`src/rtl/touch_hold_tracker.sv`:
```
// rtl/touch_hold_tracker.sv - debounced quadrant latch with ms hold timer, BCD display and periodic change pulse
module touch_hold_tracker #(
   parameter int CLKS_PER_MS = 50000,
   parameter int HOLD_MS     = 1000
) (
   input  logic        Clock,
   input  logic        Resetn,
   input  logic        Touch_En,
   input  logic        Coord_En,
   input  logic [11:0] X_Coord,
   input  logic [11:0] Y_Coord,
   output logic        Quad_Valid,
   output logic [1:0]  Quad,
   output logic [15:0] Hold_BCD,
   output logic        Change_Pulse,
   output logic [1:0]  Change_Quad
);

   // A one-cycle ms period still needs a 1-bit prescaler register
   localparam int PW = (CLKS_PER_MS > 1) ? $clog2(CLKS_PER_MS) : 1;
   localparam int HW = $clog2(HOLD_MS + 1);
   localparam logic [PW-1:0] PRE_MAX   = PW'(CLKS_PER_MS - 1);
   localparam logic [HW-1:0] HOLD_LAST = HW'(HOLD_MS - 1);

   typedef enum logic [1:0] {IDLE, WAIT_COORD, HOLDING} state_t;

   state_t          state, state_nxt;
   logic [PW-1:0]   prescaler, prescaler_nxt;
   logic [HW-1:0]   hold_cnt, hold_cnt_nxt;
   logic [15:0]     bcd_nxt;
   logic [1:0]      quad_nxt, change_quad_nxt;
   logic            quad_valid_nxt, change_pulse_nxt;
   logic [1:0]      new_quad;
   logic            tick;

   function automatic logic [15:0] bcd_inc(input logic [15:0] v);
      logic [15:0] r;
      logic        carry;
      r     = v;
      carry = 1'b1;
      if (v == 16'h9999) return v;
      for (int i = 0; i < 4; i++) begin
         if (carry) begin
            if (r[i*4 +: 4] == 4'd9) begin
               r[i*4 +: 4] = 4'd0;
            end else begin
               r[i*4 +: 4] = r[i*4 +: 4] + 4'd1;
               carry       = 1'b0;
            end
         end
      end
      return r;
   endfunction

   assign new_quad = {X_Coord[11], Y_Coord[11]};
   assign tick     = (prescaler == PRE_MAX);

   always_comb begin
      state_nxt        = state;
      prescaler_nxt    = prescaler;
      hold_cnt_nxt     = hold_cnt;
      bcd_nxt          = Hold_BCD;
      quad_nxt         = Quad;
      quad_valid_nxt   = Quad_Valid;
      change_pulse_nxt = 1'b0;
      change_quad_nxt  = Change_Quad;
      case (state)
         IDLE: begin
            quad_valid_nxt = 1'b0;
            prescaler_nxt  = '0;
            hold_cnt_nxt   = '0;
            bcd_nxt        = 16'h0000;
            if (Touch_En) state_nxt = WAIT_COORD;
         end
         WAIT_COORD: begin
            if (!Touch_En) begin
               state_nxt = IDLE;
            end else if (Coord_En) begin
               state_nxt      = HOLDING;
               quad_nxt       = new_quad;
               quad_valid_nxt = 1'b1;
               prescaler_nxt  = '0;
               hold_cnt_nxt   = '0;
               bcd_nxt        = 16'h0000;
            end
         end
         HOLDING: begin
            if (!Touch_En) begin
               state_nxt      = IDLE;
               quad_valid_nxt = 1'b0;
               prescaler_nxt  = '0;
               hold_cnt_nxt   = '0;
               bcd_nxt        = 16'h0000;
            end else if (Coord_En && (new_quad != Quad)) begin
               // A move restarts timing and swallows any tick on this edge
               quad_nxt      = new_quad;
               prescaler_nxt = '0;
               hold_cnt_nxt  = '0;
               bcd_nxt       = 16'h0000;
            end else begin
               prescaler_nxt = tick ? '0 : prescaler + PW'(1);
               if (tick) begin
                  bcd_nxt = bcd_inc(Hold_BCD);
                  if (hold_cnt == HOLD_LAST) begin
                     hold_cnt_nxt     = '0;
                     change_pulse_nxt = 1'b1;
                     change_quad_nxt  = Quad;
                  end else begin
                     hold_cnt_nxt = hold_cnt + HW'(1);
                  end
               end
            end
         end
         default: state_nxt = IDLE;
      endcase
   end

   always_ff @(posedge Clock or negedge Resetn) begin
      if (!Resetn) begin
         state        <= IDLE;
         prescaler    <= '0;
         hold_cnt     <= '0;
         Hold_BCD     <= 16'h0000;
         Quad         <= 2'b00;
         Quad_Valid   <= 1'b0;
         Change_Pulse <= 1'b0;
         Change_Quad  <= 2'b00;
      end else begin
         state        <= state_nxt;
         prescaler    <= prescaler_nxt;
         hold_cnt     <= hold_cnt_nxt;
         Hold_BCD     <= bcd_nxt;
         Quad         <= quad_nxt;
         Quad_Valid   <= quad_valid_nxt;
         Change_Pulse <= change_pulse_nxt;
         Change_Quad  <= change_quad_nxt;
      end
   end

endmodule

```
`config.mk`:
```
export PLATFORM = sky130hd
export DESIGN_NAME = touch_hold_tracker
export DESIGN_NICKNAME = d
export VERILOG_FILES = /design/src/rtl/touch_hold_tracker.sv
export SDC_FILE = /design/constraint.sdc
export NUM_CORES = 1
export LEC_CHECK = 0
export ABC_AREA = 0
export BUFFER_PORTS_ARGS = -buffer_cell sky130_fd_sc_hd__buf_2
export CORE_UTILIZATION = 29
export DETAILED_ROUTE_END_ITERATION = 7
export GPL_TIMING_DRIVEN = 0
export HOLD_SLACK_MARGIN = 0.02
export SLEW_MARGIN = 20
export SYNTH_ARGS = -nofsm -noshare
export SYNTH_HDL_FRONTEND = slang
export SYNTH_SLANG_ARGS = --single-unit
```
`constraint.sdc`:
```
create_clock -name Clock -period 2.2 [get_ports Clock]
set_clock_uncertainty 0.15 [all_clocks]
set_input_delay 0.22 -clock Clock [delete_from_list [all_inputs] [get_ports Clock]]
set_output_delay 0.22 -clock Clock [all_outputs]
set_load 0.1 [all_outputs]
```
; ---- Yosys cells after proc, flatten, opt, wreduce, memory -nomap -nowiden
; Cells that the tools add are included.
[op_classes]
eq_ne = 22
addsub = 6
reduce_logical = 14
n_mux = 69
bitwise = 1
[op_table]
columns = operator, n
row1 = $mux 16, 9
row2 = $pmux 16 s3, 2
row3 = $mux 10, 6
row4 = $mux 1, 33
row5 = $eq 16x16->1 const B, 2
row6 = $pmux 10 s3, 1
row7 = $mux 4, 7
row8 = $ne 5x5->1 const B, 4
row9 = $reduce_and 6->1, 3
row10 = $add 16x1->16 const B, 1
row11 = $add 4x1->4 const B, 4
row12 = $eq 4x4->1 const B, 4
row13 = $mux 2, 8
row14 = $reduce_and 5->1, 3
row15 = $ne 2x2->1 const B, 6
row16 = $add 10x1->10 const B, 1
row17 = $eq 10x10->1 const B, 1
row18 = $reduce_and 4->1, 2
row19 = $pmux 2 s3, 1
row20 = $reduce_and 3->1, 2
row21 = $ne 4x4->1 const B, 1
row22 = $pmux 2 s2, 1
row23 = $ne 3x3->1 const B, 1
row24 = $pmux 1 s3, 1
row25 = other kinds (8), 8
[word_totals]
register_bits = 50
input_bits = 28
word_cells = 123

; ---- Depth between registers and ports, before layout
[depth]
depth_word = 29
depth_mapped = 7
mapped_depth_nobuf = 7

; ---- Worst setup path before layout
; No wires, ideal clock.
[synth_path]
kind = register -> register
start = reg Hold_BCD[0]
end = reg Hold_BCD[13]
stages_incl_launch_ff = 7
required_time_ns = 1.949
period_less_slack_ns = 2.608
setup_ns = 0.101
slack_ns = -0.408
path_buffers = 0
arrival_ns = 2.357
path_cell_list = dfrtp_1 > ha_1 > nand3b_1 > nor3_1 > and3_1 > nand2_1 > o32ai_1
[synth_between]
elab_chain_len = 21
[synth_rtl]
columns = element, line
row1 = start: declaration, 14  ; output logic [15:0] Hold_BCD,
row2 = start signal: assignment, 132  ; Hold_BCD <= bcd_nxt;
row3 = $eq 4x4->1, 44  ; if (r[i*4 +: 4] == 4'd9) begin
row4 = $mux 1, 44
row5 = $mux 1, 42  ; for (int i = 0; i < 4; i++) begin
row6 = $mux 1, 102  ; if (tick) begin
row7 = $mux 1, 94  ; end else if (Coord_En && (new_quad != Quad)) begin
row8 = $mux 1, 88  ; if (!Touch_En) begin
row9 = $mux 1, 67  ; case (state)
row10 = $mux 1, 43  ; if (carry) begin
row11 = [... 5 more ...], n/a
row12 = $mux 1, 43
row13 = $mux 1, 42
row14 = $mux 1, 102
row15 = $mux 1, 94
row16 = $mux 1, 88
row17 = $mux 1, 67
row18 = $ne 5x5->1 (no line), n/a
row19 = $reduce_and 6->1 (no line) (*), n/a
; Mark *: on every way between the ends. The rest lies on a longest branch, timed or not. The select of a mux whose other input is x is not followed.
; A chain may end at the register's enable or synchronous reset.

; ---- Final worst setup path
[layout_path]
start = reg prescaler[10]
end = reg hold_cnt[7]
[layout_between]
elab_chain_len = 3
[layout_rtl]
columns = element, line
row1 = start: declaration, 28  ; logic [PW-1:0] prescaler, prescaler_nxt;
row2 = start signal: assignment, 130  ; prescaler <= prescaler_nxt;
row3 = $eq 16x16->1, 56  ; assign tick = (prescaler == PRE_MAX);
row4 = $ne 4x4->1 (no line), n/a
row5 = $reduce_and 4->1 (no line), n/a
row6 = end signal: assignment, 131  ; hold_cnt <= hold_cnt_nxt;
row7 = end: declaration, 29  ; logic [HW-1:0] hold_cnt, hold_cnt_nxt;
; No other way between the ends.

==> metrics.md <==
| Metric | Value |
|---|---|
| Top flip-flop cell by instance count after synthesis | sky130_fd_sc_hd__dfrtp_1 |
| Crit-path leading delay family | simple AND/OR/NAND/NOR gates |
| Initial antenna violation count | 0 |
| Origin of the worst setup path | prescaler[10]$_DFFE_PN0P_ |
| Time the worst path needs with I/O delays and setup | 2.32 ns |
| Root cell of the clock tree | sky130_fd_sc_hd__clkbuf_8 |
| Number of warning messages in the yosys log | 0 |
| Share of synthesized area occupied by flip-flops and latches | 44.3% |
| CTS sink count | 50 |
| Fill count | 929 |
| Worst-skew pair later-pin latency | 0.31 ns |
| Overall track demand over capacity in global routing | 13.9% |
| Met3 WL | 183 um |
| Most frequent cell on the critical path | sky130_fd_sc_hd__or3_4 |
| Met2 wirelength from detailed routing | 3290 um |
| Number of instances in the synthesized netlist | 299 |
| Crit-path max FO | 5 |
| Area inside the core boundary | 9330 um2 |
| Critical Path Sink Type | flop |
| Final setup violation count | 4 |
| ANT nets after route | 0 |
| Top layer used by detailed routing | met4 |
| Worst hold margin | 0.0206 ns |
| Type of the worst setup path | reg2reg |
| Distinct cell type count after synthesis | 50 |
| Max-cap violations | 0 |
| Violated checks | setup timing |
| Area after detailed placement | 3170 um2 |
| Total half-perimeter wirelength after legalization and detailed placement | 4440 um |
| Type of origin of the critical path | flop |
| Area enclosed by the die boundary | 10,100 um2 |
| Top-level I/O count | 50 |
| Clock tree buffer depth | 2 |
| Path length in cells of the critical path | 6 |
| Post-synth EDFFs | 0 |
| Setup repair after global routing missed its margin | yes |
| Final Net Count | 395 |
| Pin count of the biggest net entering global routing | 51 |
| Result of the run | finished, violations left |
| Number of CTS-inserted buffers | 5 |
| Number of DRC violations after detailed routing | 0 |
| First-pass GRT wire length | 11,400 um |
| Post-Route Utilization | 39.0% |
| Via count of the first global-routing pass | 2,462 |
| Fin. max-slew vios | 0 |
| Overall die width | 101 um |
| Peak per-stage delay on the critical path | 0.54 ns |
| Largest area contributor in the synthesized netlist | sky130_fd_sc_hd__dfrtp_1 |
| Worst vdd rail ir drop | 0.260 mV |
| Most used standard cells in the synthesized netlist | sky130_fd_sc_hd__dfrtp_1, sky130_fd_sc_hd__nand2_1, sky130_fd_sc_hd__nand3_1, sky130_fd_sc_hd__o21ai_0, sky130_fd_sc_hd__nor2_1 |
| Post-Syn Area | 2820 um2 |
| Area share of the largest cell type after synthesis | 44.3% |
| Average cell area after synthesis | 9.44 um2 |
| Slowest cell on the critical path | sky130_fd_sc_hd__or4b_4 |
| Clock tree from TritonCTS | done |
| DIE HEIGHT | 101 um |
| Hold path depth | 2 |
| Area Growth Syn to Fin | 28.8% |
| Starting utilization of the core area | 30.3% |
| Buf+Inv Stages, Crit Path | 1 |
| Routed Wire Length | 6710 um |
| GP Congestion | 0.853 |
| Total global routing overflow | 0 |
| First-pass iteration count of the detailed router | 4 |
| Leading cell type by number of instances after synthesis | sky130_fd_sc_hd__dfrtp_1 |
| Final-layout setup total negative slack | -0.303 ns |
| Count of antenna diodes in the layout | 0 |
| Tightest Hold Check Type | in2reg |
| Highest Clock Rate | 0.432 GHz |
| Data required time at the worst endpoint | 2.29 ns |
| Cells on worst reg2reg path | 6 |
| Dominant cells by area after synthesis | sky130_fd_sc_hd__dfrtp_1, sky130_fd_sc_hd__nand2_1, sky130_fd_sc_hd__ha_1 |
| Vias after detailed routing | 2,485 |
| Worst slew pin tran | 0.644 ns |
| Critical Path, Cell by Cell | buf_6, or3_4, nor4_4, or4b_4, or3_4, nand3_2 |
| Post-Synthesis Net Count | 337 |
| Number of port buffers | 27 |
| Post-route cell area | 3640 um2 |
| Clock-pin slew of the registers on the worst-case setup and hold paths | 0.10 ns |
| Reported leakage power | 1.50 nW |
| Layout cell share with drive strength beyond 1 | 34.4% |
| Violation count after the first detailed-routing iteration | 125 |
| Power per unit of standard cell area | 496 nW/um2 |
| Htree depth | 2 |
| WL per Instance | 13.8 um |
| Met1 layer wirelength in the final routing | 3170 um |
| Via density | 5.10 |
| Std-Cell Rows | 35 |
| Hold path startpoint | X_Coord[11] |
| Number of hold-slack violations in the final timing report | 0 |
| Remaining max-slew budget at the tightest pin | 57.1% |
| WP data arrival | 2.41 ns |
| Worst flop-to-flop path startpoint | prescaler[10]$_DFFE_PN0P_ |
| Synthesized flop and latch total | 50 |
| Post-route worst setup slack | -0.115 ns |
| Final Total Pwr | 0.00180 W |
| Final cycle utilization of the critical path | 105% |
| FFs w/ async S/R, synth | 100% |
==> path summary, 6_finish.rpt <==
path,endpoint,slack [ns]
setup / recovery,hold_cnt[7]$_DFFE_PN0P_,-0.12
hold / removal,Quad[1]$_DFFE_PN0P_,0.02
setup reg to reg,hold_cnt[7]$_DFFE_PN0P_,-0.12
hold reg to reg,hold_cnt[2]$_DFFE_PN0P_,0.36
max in group asynchronous,Hold_BCD[13]$_DFFE_PN0P_,1.09
min in group asynchronous,hold_cnt[4]$_DFFE_PN0P_,0.32
==> area by class of cell <==
cell class              instances  area [um2]  share of cell area (%)
clock buffers                   6        72.6                    2.00
flip-flops and latches         50        1290                    35.4
well taps                     129         161                    4.44
plain buffers                   6        32.5                   0.895
clock inverters                 2        13.8                   0.379
repair buffers                 53         353                    9.70
inverters                      10        37.5                    1.03
multi-input cells             231        1680                    46.2
==> state kept, by name, summed over array words and instances (netlist names) <==
| name | cells |
|---|---|
| Change_Pulse | 1 |
| Change_Quad | 2 |
| Hold_BCD | 16 |
| Quad | 2 |
| Quad_Valid | 1 |
| hold_cnt | 10 |
| prescaler | 16 |
| state | 2 |
==> power breakdown <==
group | leakage, nW | total, W | switching [W] | internal, W
logic | 0.791 | 0.000297 | 0.000226 | 0.0000711
registers | 0.661 | 0.000959 | 0.0000198 | 0.000939
clock network | 0.0452 | 0.000548 | 0.000322 | 0.000225
==> layout by cell type, fill, tap and decap left out, types with 5 or more instances in the layout <==
cell type                  instances
sky130_fd_sc_hd__nand2_1          34
sky130_fd_sc_hd__clkbuf_8          5
sky130_fd_sc_hd__o21ai_0          15
sky130_fd_sc_hd__nor2_1           15
sky130_fd_sc_hd__a21oi_1           9
sky130_fd_sc_hd__nand3_1          19
sky130_fd_sc_hd__dfrtp_1          32
sky130_fd_sc_hd__dfrtp_2          13
sky130_fd_sc_hd__xor2_1            7
sky130_fd_sc_hd__ha_1              7
sky130_fd_sc_hd__buf_2            27
sky130_fd_sc_hd__nand4_1           7
sky130_fd_sc_hd__dfrtp_4           5
sky130_fd_sc_hd__o21ai_1           6
sky130_fd_sc_hd__o22ai_1           7
sky130_fd_sc_hd__xnor2_1           8
sky130_fd_sc_hd__inv_1            10
sky130_fd_sc_hd__buf_4            22
==> worst reg2reg max path, cell delays in order (launching register included) <==
cell and delay [ns]:
sky130_fd_sc_hd__dfrtp_1 0.40, sky130_fd_sc_hd__buf_6 0.12, sky130_fd_sc_hd__or3_4 0.34, sky130_fd_sc_hd__nor4_4 0.25
sky130_fd_sc_hd__or4b_4 0.54, sky130_fd_sc_hd__or3_4 0.39, sky130_fd_sc_hd__nand3_2 0.06
==> metal layers <==
metal | GRT usage [%] | vias up
li1 | - | 1215
met1 | 18.7 | 1226
met2 | 23.2 | 37
met3 | 2.43 | 7
met4 | 3.57 | 0
met5 | 0 | -
==> cells by family (layout without fill, tap and decap cells) <==
logic type,Yosys count,in the layout,share of synthesized area (%)
AOI/OAI and AO/OA,63,63,14.3
xor gates and xnor gates,15,15,4.65
adders and majority gates,10,10,4.43
buffers and inverters,18,77,2.39
DFF,50,50,44.3
muxes,6,6,2.30
and+or+nand+nor,137,137,27.6
==> timing repair <==
| item | 4_1_cts | 5_1_grt |
|---|---|---|
| endpoints found under the setup margin | 40 | 43 |
| resized for setup | 16 | 42 |
| pin swaps | 9 | 13 |
| setup buffers | 15 | 9 |
| endpoints found under the hold margin | 51 | 0 |
| hold buffers | 2 | 0 |
==> through the flow <==
stage / setup WS (ns) / cells
2_1_floorplan: -0.0188 / 299
3_3_place_gp: -0.301 / 455
3_5_place_dp: -0.301 / 455
4_1_cts: -0.0682 / 479
5_1_grt: -0.196 / 487
6_report: -0.115 / 487
Note: power is estimated with default switching activity, not from simulation.
